[src/rtl/dsp_pkg.sv]
// Shared constants and helpers for the DSP pre-adder/multiplier input stage.
package dsp_pkg;

  localparam int OP_PREADD = 0;
  localparam int OP_SUB    = 1;

  localparam string B_DIRECT  = "DIRECT";
  localparam string B_CASCADE = "CASCADE";

  function automatic int max(input int x, input int y);
    return (x > y) ? x : y;
  endfunction

endpackage

[src/rtl/dsp_delay_line.sv]
// N-deep clock-enabled register chain with async reset and a synchronous clear;
// N=0 degenerates to a wire.
module dsp_delay_line #(
  parameter int W = 1,
  parameter int N = 1
) (
  input  logic         clk,
  input  logic         rst_n,
  input  logic         en,
  input  logic         clr,
  input  logic [W-1:0] d,
  output logic [W-1:0] q
);

  if (N == 0) begin : g_pass
    assign q = d;
    logic w_unused;
    assign w_unused = &{1'b0, clk, rst_n, en, clr};
  end else begin : g_regs
    logic [W-1:0] r_pipe [N];

    // NOTE: every stage is reset, not just the valid bits, because the outputs
    // must read zero during reset; this costs the DSP-internal register packing.
    always_ff @(posedge clk or negedge rst_n) begin
      if (!rst_n) begin
        for (int i = 0; i < N; i++) r_pipe[i] <= '0;
      end else if (en) begin
        if (clr) begin
          for (int i = 0; i < N; i++) r_pipe[i] <= '0;
        end else begin
          // NOTE: non-blocking assignments make every stage sample the old
          // value of its predecessor, so the loop order does not matter.
          r_pipe[0] <= d;
          for (int i = 1; i < N; i++) r_pipe[i] <= r_pipe[i-1];
        end
      end
    end

    assign q = r_pipe[N-1];
  end

endmodule

[src/rtl/dsp_preadd_mult_pipe.sv]
// DSP input stage: A/B/D/C registers, pre-adder, B cascade and multiplier, with
// automatic path balancing, valid pipeline, global stall and valid flush.
module dsp_preadd_mult_pipe
  import dsp_pkg::*;
#(
  parameter int    AW           = 18,
  parameter int    BW           = 18,
  parameter int    CW           = 48,
  parameter int    A_STAGES     = 2,
  parameter int    BPRE_STAGES  = 1,
  parameter int    BPOST_STAGES = 1,
  parameter int    M_STAGES     = 1,
  parameter string B_INPUT      = B_DIRECT,
  parameter int    SIGNED       = 1
) (
  input  logic             clk,
  input  logic             rst_n,
  input  logic             ce,
  input  logic             flush,
  input  logic             in_valid,
  input  logic [AW-1:0]    a,
  input  logic [BW-1:0]    b,
  input  logic [BW-1:0]    bcin,
  input  logic [BW-1:0]    d,
  input  logic [CW-1:0]    c,
  input  logic [1:0]       opmode,
  output logic             out_valid,
  output logic [AW+BW-1:0] m,
  output logic [CW-1:0]    c_out,
  output logic [BW-1:0]    bcout
);

  localparam int   LA   = A_STAGES;
  localparam int   LB   = BPRE_STAGES + BPOST_STAGES;
  localparam int   LAB  = max(LA, LB);
  localparam int   L    = LAB + M_STAGES;
  localparam int   PW   = AW + BW;
  localparam logic SGN  = (SIGNED != 0);
  localparam logic CASC = (B_INPUT == B_CASCADE);

  if (A_STAGES < 0 || A_STAGES > 2)         begin : g_bad_a   $fatal(1, "A_STAGES out of range");     end
  if (BPRE_STAGES < 0 || BPRE_STAGES > 1)   begin : g_bad_bpr $fatal(1, "BPRE_STAGES out of range");  end
  if (BPOST_STAGES < 0 || BPOST_STAGES > 1) begin : g_bad_bpo $fatal(1, "BPOST_STAGES out of range"); end
  if (M_STAGES < 0 || M_STAGES > 2)         begin : g_bad_m   $fatal(1, "M_STAGES out of range");     end
  if (SIGNED < 0 || SIGNED > 1)             begin : g_bad_s   $fatal(1, "SIGNED out of range");       end
  if (B_INPUT != B_DIRECT && B_INPUT != B_CASCADE) begin : g_bad_bi $fatal(1, "bad B_INPUT"); end
  if (AW < 1 || BW < 1 || CW < 1)           begin : g_bad_w   $fatal(1, "widths must be positive");   end

  logic [BW-1:0]     w_b_sel;
  logic [2*BW+1:0]   w_bpre_q;
  logic [1:0]        w_op_r;
  logic [BW-1:0]     w_d_r, w_b_r, w_pre, w_mux, w_b_al;
  logic [AW-1:0]     w_a_r, w_a_al;
  logic [PW-1:0]     w_a_ext, w_b_ext, w_prod;

  assign w_b_sel = CASC ? bcin : b;

  // opmode rides with B/D so each sample carries its own pre-adder mode.
  dsp_delay_line #(.W(2*BW+2), .N(BPRE_STAGES)) u_bpre (
    .clk(clk), .rst_n(rst_n), .en(ce), .clr(1'b0),
    .d({opmode, d, w_b_sel}), .q(w_bpre_q)
  );
  assign {w_op_r, w_d_r, w_b_r} = w_bpre_q;

  assign w_pre = w_op_r[OP_SUB] ? (w_d_r - w_b_r) : (w_d_r + w_b_r);
  assign w_mux = w_op_r[OP_PREADD] ? w_pre : w_b_r;

  dsp_delay_line #(.W(BW), .N(BPOST_STAGES)) u_bpost (
    .clk(clk), .rst_n(rst_n), .en(ce), .clr(1'b0), .d(w_mux), .q(bcout)
  );

  dsp_delay_line #(.W(AW), .N(A_STAGES)) u_a (
    .clk(clk), .rst_n(rst_n), .en(ce), .clr(1'b0), .d(a), .q(w_a_r)
  );

  // Balancing: whichever of the A and B paths is shorter is padded to match.
  dsp_delay_line #(.W(AW), .N(LAB - LA)) u_a_bal (
    .clk(clk), .rst_n(rst_n), .en(ce), .clr(1'b0), .d(w_a_r), .q(w_a_al)
  );
  dsp_delay_line #(.W(BW), .N(LAB - LB)) u_b_bal (
    .clk(clk), .rst_n(rst_n), .en(ce), .clr(1'b0), .d(bcout), .q(w_b_al)
  );

  // Extending both operands to the full product width makes the low PW bits
  // of a plain multiply correct for signed and unsigned alike.
  assign w_a_ext = {{BW{w_a_al[AW-1] & SGN}}, w_a_al};
  assign w_b_ext = {{AW{w_b_al[BW-1] & SGN}}, w_b_al};
  assign w_prod  = w_a_ext * w_b_ext;

  dsp_delay_line #(.W(PW), .N(M_STAGES)) u_m (
    .clk(clk), .rst_n(rst_n), .en(ce), .clr(1'b0), .d(w_prod), .q(m)
  );

  dsp_delay_line #(.W(CW), .N(L)) u_c (
    .clk(clk), .rst_n(rst_n), .en(ce), .clr(1'b0), .d(c), .q(c_out)
  );

  dsp_delay_line #(.W(1), .N(L)) u_valid (
    .clk(clk), .rst_n(rst_n), .en(ce), .clr(flush), .d(in_valid), .q(out_valid)
  );

endmodule

[config.mk]
export PLATFORM = sky130hd
export DESIGN_NAME = dsp_preadd_mult_pipe
export DESIGN_NICKNAME = d
export VERILOG_FILES = /design/src/rtl/dsp_pkg.sv /design/src/rtl/dsp_delay_line.sv /design/src/rtl/dsp_preadd_mult_pipe.sv
export SDC_FILE = /design/constraint.sdc
export NUM_CORES = 1
export LEC_CHECK = 0
export CAP_MARGIN = 40
export CORE_ASPECT_RATIO = 0.75
export CORE_MARGIN = 2
export CORE_UTILIZATION = 25
export CTS_BUF_LIST = sky130_fd_sc_hd__clkbuf_4 sky130_fd_sc_hd__clkbuf_8 sky130_fd_sc_hd__clkbuf_16
export CTS_CLUSTER_SIZE = 20
export DETAILED_ROUTE_END_ITERATION = 8
export GPL_ROUTABILITY_DRIVEN = 0
export PLACE_DENSITY = 0.42
export SLEW_MARGIN = 20
export SYNTH_ARGS = -nofsm -noshare
export SYNTH_HDL_FRONTEND = slang
export SYNTH_SLANG_ARGS = --single-unit
[constraint.sdc]
create_clock -name clk -period 12.5 [get_ports clk]
set_input_delay 3.75 -clock clk [delete_from_list [all_inputs] [get_ports clk]]
set_output_delay 3.75 -clock clk [all_outputs]
set_load 0.02 [all_outputs]
==> impl_metrics.ini <==
[cts]
cts_buffer_depth = 3
htree_levels = 1
cts_hold_buf = 0
clock_sinks = 275
postCtsSetupRepairBufs = 0
cts_tree = yes
insertion_delay_ns = 0.63
clk_pin_slew_ns = 0.07
cts_buffers = 29
cts_resized = 0
root_buffer = clkbuf_16

[floorplan]
io_pins = 230
rows = 98
die-area_sq_mm = 0.0987
fp.dieH_um = 273
die-width_um = 362
coreArea_sq_mm = 0.0953
initial_core_util_pct = 25.2

[placement]
hpwl_um = 49300
numPortBuffers = 211

[setup_path]
slowest_delay_ns = 0.83
cp_common_cell = fa_1
worstPathRequired_ns = 13.02
slowest_stage = fa_1
crit_end = u_m.q[35]
worst-path-buf-inv = 6
critPathArrivalTime_ns = 7.96
path_depth = 20
ff2ff_path_depth = 20
worstSetupPathType = register to register
reg2reg_to = u_m.q[35]
r2r_slack_ns = 5.06
rr_startpoint = u_bpost.q[3]
crit_start = u_bpost.q[3]
startpoint_type = register
crit_chain = buf_4 -> nand2_1 -> fa_1 -> inv_1 -> fa_1 -> inv_1 -> fa_1 -> inv_1 -> fa_1 -> fa_1 -> inv_1 -> fa_1 -> inv_1 -> ha_1 -> nand4_1 -> or2_2 -> a31oi_1 -> nor2_1 -> a2111o_1 -> o211ai_1
crit_fanout = 12
critical_path.top_delay_family = adder cells
end_kind = register

[synthesis]
synth_largest_area_cell = dfrtp_1
ys_seq_elements = 275
synth_cell_types = 58
synth_top_family_by_area = adder cells
synthTopCellsByCount = 405 x inv_1, 330 x fa_1, 275 x dfrtp_1, 233 x mux2_2, 170 x nand2_1
syn_inst = 2242
syn_area_per_cell_sq_um = 10.7
synth_compound_area_share_pct = 4.91
netlist_area_sq_mm = 0.0240
yosys.area_share.xor_xnor_pct = 2.08
synth.most_common_cell = inv_1
ys_async_sr_fraction_pct = 100
synth_edf_count = 0
yosys_warnings = 0
synthSimpleGateAreaFrac_pct = 10.1
yosysSeqAreaShare_pct = 28.6
synth-adder-area-share_pct = 33.3
syn-num-nets = 2810
yosys.area.top_type_share_pct = 28.6
synth_area_leaders = dfrtp_1 29%, fa_1 27%, mux2_2 11%
yosys_most_used_dff = dfrtp_1
synth.mux.area_fraction_pct = 11.6

[routing]
firstDrtPassIters = 5
post_drt_wl_per_cell_um = 17.1
drtIter0Drc = 695
viasPerCell = 4.32
final_antenna_net_count = 0
vias = 15700
post-route-drc-count = 0
totalWireLength_um = 62400

[sta]
fin_crit_sh_pct = 59.6
rsz0062_at_grt = false
timing.fmax_ghz = 0.134
maxSlewViolCount = 0
finalSetupViolCount = 0
hold_violations = 0
finClkSkew_ns = 0.0251
worst_pin_slew_ns = 0.941
setup_tns_ns = 0
fin_crit_ns = 7.44
max_slew_margin_pct = 37.3

[global_route]
grt_usage_pct = 13.1
grt_pass1_vias = 17500
grt_antenna_before_repair = 13
grt_max_degree = 147
grt_pass1_wl_um = 101000
grt-ovfl-total = 0

[cells_and_area]
layout.nets = 2934
drive_gt1_share_pct = 14.0
syn_to_final_growth_pct = 18.1

[min_path]
hp-class = register to register
hold_start = u_valid.g_regs.r_pipe[1]

[outcome]
status = finished clean

[job]
max_cap_violations = 0
[worst min path at each step]
stage                               endpoint  slack [ns]  cells after the start
global placement    u_valid.g_regs.r_pipe[1]        0.46                      2
detailed placement  u_valid.g_regs.r_pipe[1]        0.47                      2
finish              u_valid.g_regs.r_pipe[1]        0.48                      2
floorplan           u_valid.g_regs.r_pipe[1]        0.45                      2
CTS                 u_valid.g_regs.r_pipe[1]        0.49                      2
global route           u_c.g_regs.r_pipe[75]        0.52                      1
[registers in the layout, indices dropped and copies added, names as in the netlist]
register               count
u_a.g_regs.r_pipe         18
u_bpost.q                 18
u_c.q                     48
u_c.g_regs.r_pipe         96
u_valid.g_regs.r_pipe      2
u_bpre.q                  38
u_valid.q                  1
u_a.q                     18
u_m.q                     36
[per-stage QoR]
stage / utilization, % / hold WS (ns) / std cells / cell area [sq um] / setup slack (ns)
CTS: 29.6 / 0.487 / 3627 / 28200 / 5.04
global placement: 28.4 / 0.460 / 3566 / 27100 / 5.09
finish: 29.8 / 0.484 / 3643 / 28400 / 5.06
floorplan: - / 0.449 / 2242 / 24000 / 6.02
detailed placement: 28.5 / 0.471 / 3573 / 27200 / 5.07
global route: 29.8 / 0.516 / 3640 / 28400 / 4.67
[placed cells by master, fill, tap and decap left out, types with 21 or more instances in the layout]
cell type,n
fa_1,330
ha_1,111
clkbuf_16,29
xnor2_1,49
and2_1,165
a21oi_1,57
buf_8,21
inv_1,405
mux2_2,233
clkdlybuf4s50_1,209
dfrtp_1,275
nor2_1,71
nand2_1,170
o21ai_0,34
[final cells by class]
type / count / area [sq um]
antenna: 4 / 10.0
clock inverter: 17 / 174
inverter: 405 / 1520
sequential: 275 / 6880
timing repair buffer: 245 / 2530
fill: 9840 / 66900
clock buffer: 37 / 817
tap: 1250 / 1560
multi-input combinational: 1410 / 14900
[cell families after synthesis]
family	after synthesis
buf+inv	557
simple gates	483
compound gates	181
mux	248
flops	275
xor+xnor	57
fa+ha+maj	441
[worst reg2reg max path, delay by kind of cell, from the launching register on]
| kind | cells | cell delay [ns] |
|---|---|---|
| flops | 1 | 0.72 |
| fa+ha+maj | 7 | 3.73 |
| simple gates | 4 | 0.94 |
| buf+inv | 6 | 0.74 |
| compound gates | 3 | 1.22 |
[metal layers]
| metal | share of wire (%) | vias up | wire, um | GRT usage, % |
|---|---|---|---|---|
| met5 | 0.14 | - | 88 | 0 |
| li1 | - | 7208 | - | - |
| met1 | 46 | 8133 | 28900 | 18.0 |
| met3 | 8.6 | 66 | 5340 | 4.51 |
| met4 | 1.9 | 12 | 1210 | 2.28 |
| met2 | 43 | 303 | 26900 | 20.2 |
Power is left out: the tool's default activity adds up to more than one toggle a clock period on the data nets, which glitch-free logic cannot reach.
